`src/rtl/arb_mux_nxw.sv`:
```
// Registered N-channel W-bit multiplexer with fixed-select or round-robin grant and valid/ready output stage.
// Optional feature: define ARBMUX_PARITY_EN to add the registered out_par output.
module arb_mux_nxw #(
   parameter int WIDTH = 4,
   parameter int NCH   = 4,
   parameter int SELW  = 2
) (
   input  logic                 clk,
   input  logic                 rst_n,
   input  logic [NCH*WIDTH-1:0] in_data,
   input  logic [NCH-1:0]       in_valid,
   output logic [NCH-1:0]       in_ready,
   input  logic                 mode,
   input  logic [SELW-1:0]      sel,
   output logic [WIDTH-1:0]     out_data,
   output logic [SELW-1:0]      out_ch,
   output logic                 out_valid,
`ifdef ARBMUX_PARITY_EN
   output logic                 out_par,
`endif
   input  logic                 out_ready
);

`ifdef ARBMUX_PARITY_EN
   function automatic logic calc_par(input logic [WIDTH-1:0] d);
      return ^d;
   endfunction
   logic out_par_r;
`endif

   logic [WIDTH-1:0] out_data_r;
   logic [SELW-1:0]  out_ch_r;
   logic             out_valid_r;
   logic [SELW-1:0]  rr_ptr_r;

   logic             load_s;
   logic             grant_valid_s;
   logic [SELW-1:0]  grant_idx_s;
   logic [WIDTH-1:0] grant_data_s;
   logic [NCH-1:0]   in_ready_s;
   int               idx_v;

   assign load_s = ~out_valid_r | out_ready;

   // Grant selection: fixed index in mode 0, first valid channel from rr_ptr in mode 1.
   always_comb begin
      grant_valid_s = 1'b0;
      grant_idx_s   = '0;
      idx_v         = 0;
      if (mode == 1'b0) begin
         if (int'(sel) < NCH) begin
            grant_valid_s = in_valid[sel];
            grant_idx_s   = sel;
         end else begin
            grant_valid_s = 1'b0;
            grant_idx_s   = '0;
         end
      end else begin
         // Scan from the farthest offset down so the nearest valid channel wins.
         for (int k = NCH - 1; k >= 0; k--) begin
            idx_v = int'(rr_ptr_r) + k;
            if (idx_v >= NCH) begin
               idx_v = idx_v - NCH;
            end else begin
               idx_v = idx_v;
            end
            if (in_valid[idx_v]) begin
               grant_valid_s = 1'b1;
               grant_idx_s   = SELW'(idx_v);
            end else begin
               grant_valid_s = grant_valid_s;
               grant_idx_s   = grant_idx_s;
            end
         end
      end
   end

   assign grant_data_s = in_data[grant_idx_s*WIDTH +: WIDTH];

   // One-hot ready toward the granted channel, forced low during reset.
   always_comb begin
      in_ready_s = '0;
      for (int i = 0; i < NCH; i++) begin
         in_ready_s[i] = rst_n & load_s & grant_valid_s & (grant_idx_s == SELW'(i));
      end
   end

   assign in_ready = in_ready_s;

   // Output register and round-robin pointer update.
   always_ff @(posedge clk or negedge rst_n) begin
      if (!rst_n) begin
         out_data_r  <= '0;
         out_ch_r    <= '0;
         out_valid_r <= 1'b0;
         rr_ptr_r    <= '0;
`ifdef ARBMUX_PARITY_EN
         out_par_r   <= 1'b0;
`endif
      end else if (load_s) begin
         if (grant_valid_s) begin
            out_data_r  <= grant_data_s;
            out_ch_r    <= grant_idx_s;
            out_valid_r <= 1'b1;
`ifdef ARBMUX_PARITY_EN
            out_par_r   <= calc_par(grant_data_s);
`endif
            if (mode == 1'b1) begin
               rr_ptr_r <= (grant_idx_s == SELW'(NCH - 1)) ? '0 : grant_idx_s + SELW'(1);
            end
         end else begin
            out_valid_r <= 1'b0;
         end
      end
   end

   assign out_data  = out_data_r;
   assign out_ch    = out_ch_r;
   assign out_valid = out_valid_r;
`ifdef ARBMUX_PARITY_EN
   assign out_par   = out_par_r;
`endif

endmodule
```
`config.mk`:
```
export PLATFORM = sky130hd
export DESIGN_NAME = arb_mux_nxw
export DESIGN_NICKNAME = d
export VERILOG_FILES = /design/src/rtl/arb_mux_nxw.sv
export SDC_FILE = /design/constraint.sdc
export NUM_CORES = 1
export LEC_CHECK = 0
export BUFFER_PORTS_ARGS = -buffer_cell sky130_fd_sc_hd__buf_2
export CORE_MARGIN = 1.5
export CORE_UTILIZATION = 50
export CTS_BUF_LIST = sky130_fd_sc_hd__clkbuf_8
export CTS_CLUSTER_SIZE = 30
export DETAILED_ROUTE_END_ITERATION = 10
export PLACE_DENSITY_LB_ADDON = 0.1
export SLEW_MARGIN = 20
export SYNTH_ARGS = -nofsm -noshare
export SYNTH_HDL_FRONTEND = slang
export SYNTH_SLANG_ARGS = --single-unit
export TNS_END_PERCENT = 100
```
`constraint.sdc`:
```
create_clock -name clk -period 5.9 [get_ports clk]
set_clock_uncertainty 0.15 [all_clocks]
set_input_delay 0.59 -clock clk [delete_from_list [all_inputs] [get_ports clk]]
set_output_delay 0.59 -clock clk [all_outputs]
set_load 0.03 [all_outputs]
```
==> flow_metrics.env <==
export IMPL_p_clk_share_pct=20.4
export IMPL_grt_pass1_wl_um=2352
export IMPL_synth_simple_area_share_pct=25.17
export IMPL_crit_type="in2out"
export IMPL_cp_slowest_cell="a31oi_4"
export IMPL_placed_area_sq_um=894.6
export IMPL_clock_latency_ns=0.23
export IMPL_root_buffer="clkbuf_8"
export IMPL_postSynthNetCount=99
export IMPL_worstSetupStartpointType="input port"
export IMPL_areaGrowthSynthToFinish_pct=29.48
export IMPL_final_area_sq_um=939.7
export IMPL_cts_path_max_buffers=2
export IMPL_relSlewSlack_pct=65.99
export IMPL_grt_ovfl_total=0
export IMPL_final_cell_mix="36 x buf_2, 9 x dfrtp_1, 8 x mux2i_1"
export IMPL_finalSetupViolCount=0
export IMPL_drc=0
export IMPL_antenna_cells=0
export IMPL_power_frac_seq_pct=30.1
export IMPL_start_util_pct=54.41
export IMPL_tns_ns=0
export IMPL_worstPathMaxFanout=13
export IMPL_drtPass1Iterations=4
export IMPL_synth_top_family_by_area="simple AND/OR/NAND/NOR gates"
export IMPL_status="finished clean"
export IMPL_grt_max_degree=14
export IMPL_synthFlopType="dfrtp_1"
export IMPL_synth_warnings=0
export IMPL_mostFrequentLayoutCell="buf_2"
export IMPL_worst_pin_slew_ns=0.5102
export IMPL_timing_final_hold_violations=0
export IMPL_synth_compound_area_share_pct=18.62
export IMPL_via_per_inst=5.621
export IMPL_maxCapViolations=0
export IMPL_grt_pass1_vias=592
export IMPL_reg2reg_depth=6
export IMPL_cts_buffers=3
export IMPL_io_pins=37
export IMPL_ant_nets=0
export IMPL_endpoint_kind="output pin"
export IMPL_fmax_mhz=349.2
export IMPL_crit_path_frequent_cell="buf_2"
export IMPL_hold_slack_ns=0.05912
export IMPL_synth_edf_count=0
export IMPL_fin_crit_ns=2.864
export IMPL_internal_power_mw=0.1997
export IMPL_syn_avg_cell_area_sq_um=10.08
export IMPL_combPwrFrac_pct=49.5
export IMPL_leakagePower_nw=0.4770
export IMPL_globalplace_congestion=0.7647
export IMPL_cpPeakStageDelay_ns=0.46
export IMPL_syn_cell_area_sq_um=725.7
export IMPL_switching_share_pct=41.60
export IMPL_synth_seq_area_share_pct=31.03
export IMPL_post_cts_setup_buffers=0
export IMPL_h_tree_depth=1
export IMPL_r2r_start="rr_ptr_r[1]"
export IMPL_critical_path_top_delay_family="compound AO/OA/AOI/OAI gates"
export IMPL_worst_ep_arrival_time_ns=2.12
export IMPL_die_area_sq_um=1689
export IMPL_globalRouteMet2Util_pct=38.28
export IMPL_fin_crit_sh_pct=48.53
export IMPL_synthAdderAreaFrac_pct=1.724
export IMPL_synthXorXnorAreaFrac_pct=0
export IMPL_cp_required_ns=5.16
export IMPL_synth_mux_area_share_pct=17.76
export IMPL_r2r_end="rr_ptr_r[1]"
export IMPL_dr_total_vias=697
export IMPL_fillers=118
export IMPL_use_met3_pct=8.152
export IMPL_core_area_sq_um=1334
export IMPL_numPortBuffers=36
export IMPL_layout_drive_gt1_share_pct=44.04
export IMPL_hp_class="in2async"
export IMPL_p_per_area_nw_per_um2=363.9
export IMPL_wl_um=1645
export IMPL_cts_resized=0
export IMPL_drtIter0Drc=14
export IMPL_grtUsageTotal_pct=21.93
export IMPL_nets=137
export IMPL_drv_slew=0
export IMPL_async_flop_share_pct=100.0
export IMPL_die_w_um=41.10
export IMPL_cts_tree="done"
export IMPL_final_cells=124
export IMPL_die_y_um=41.10
export IMPL_grtUsageMet1_pct=23.92
export IMPL_synthDistinctLibCells=34
export IMPL_top_usage_layer="met2"
export IMPL_clock_sinks=9
export IMPL_worst_path_buf_inv=2
export IMPL_p_sw_mw=0.1422
export IMPL_max_vdd_ir_drop_mv=0.2817
export IMPL_cp_cell_sequence="buf_2 -> or3b_1 -> o21ai_0 -> a31oi_4 -> ha_1 -> and3_1 -> buf_2"
export IMPL_dp_hpwl_um=1272
export IMPL_antenna_found_initial=0
export IMPL_ys_ff_latch=9
export IMPL_clk_pin_slew_ns=0.05
export IMPL_fp_row_count=13
export IMPL_dp_cells=120
export IMPL_cts_hold_buffers=0
export IMPL_syn_inst=72
export IMPL_grt_setup_unrepaired="false"
export IMPL_r2r_setup_slack_ns=3.77
export IMPL_routedWlPerCell_um=13.27
==> power groups by stage <==
stage,sequential [mW],clock [mW],combinational [mW]
floorplan,0.134,0,0.0994
global placement,0.102,0,0.167
detailed placement,0.103,0,0.170
CTS,0.103,0.0713,0.171
global route,0.106,0.0731,0.185
finish,0.103,0.0697,0.169
==> metrics by stage <==
step           setup slack, ns  util (%)  power [mW]
2_1_floorplan            2.703         -      0.2332
3_3_place_gp             3.077     67.07      0.2690
3_5_place_dp             3.052     67.07      0.2735
4_1_cts                  3.035     70.45      0.3449
5_1_grt                  2.875     70.45      0.3640
6_report                 3.036     70.45      0.3419
==> worst max-delay path by stage <==
stage,from,cells past startpoint,endpoint,slack [ns]
after floorplan,mode,6,in_ready[1],2.70
after global placement,in_valid[2],8,in_ready[3],3.08
after detailed placement,mode,7,in_ready[3],3.05
after global routing,mode,7,in_ready[3],2.88
final,mode,7,in_ready[3],3.04
after CTS,mode,7,in_ready[3],3.04
==> state kept, by name (all words and copies together), names as in the netlist <==
name and flops:
out_valid 1, out_ch 2, out_data 4, rr_ptr_r 2
==> logic make-up (layout without fill, tap and decap cells) <==
family | count (synthesis) | after routing
adder cells (fa/ha/maj) | 1 | 1
AND/OR/NAND/NOR | 28 | 28
AO/OA/AOI/OAI | 17 | 17
buffers and inverters | 6 | 43
flip-flops | 9 | 9
multiplexers | 11 | 11
==> cell usage after synthesis, drive strengths merged (2+ instances only) <==
| cell type | number | share of area (%) |
|---|---|---|
| mux2i | 8 | 11 |
| mux2 | 2 | 3.6 |
| o221ai | 4 | 4.8 |
| o22ai | 2 | 1.7 |
| or3b | 2 | 2.8 |
| nand3b | 2 | 2.1 |
| inv | 3 | 1.6 |
| buf | 3 | 4.1 |
| nor2 | 3 | 1.6 |
| nor3b | 2 | 2.1 |
| dfrtp | 9 | 31 |
| nand2 | 6 | 4.1 |
| o21ai | 5 | 3.4 |
| nand2b | 6 | 5.2 |
==> routing by layer <==
metal | up-vias | share of wire (%)
met5 | - | 0
met4 | 0 | 1.3
met3 | 4 | 6.9
met2 | 19 | 49
met1 | 329 | 42
li1 | 345 | -
==> worst reg2reg max path: cells and delay by family, from the launching register on <==
family | cells | cell delay, ns
AOI/OAI and AO/OA | 2 | 0.52
muxes | 1 | 0.28
adders and majority gates | 1 | 0.31
DFF | 1 | 0.42
and+or+nand+nor | 2 | 0.34
==> area by class of cell <==
class	count	area [sq um]	area share [%]
Multi-Input combinational cell	57	459.2	48.87
Sequential cell	9	225.2	23.97
Timing Repair Buffer	36	180.2	19.17
Clock buffer	3	41.29	4.394
Tap cell	15	18.77	1.997
Inverter	3	11.26	1.198
Clock inverter	1	3.754	0.3995
Note: power is estimated with default switching activity, not from simulation.
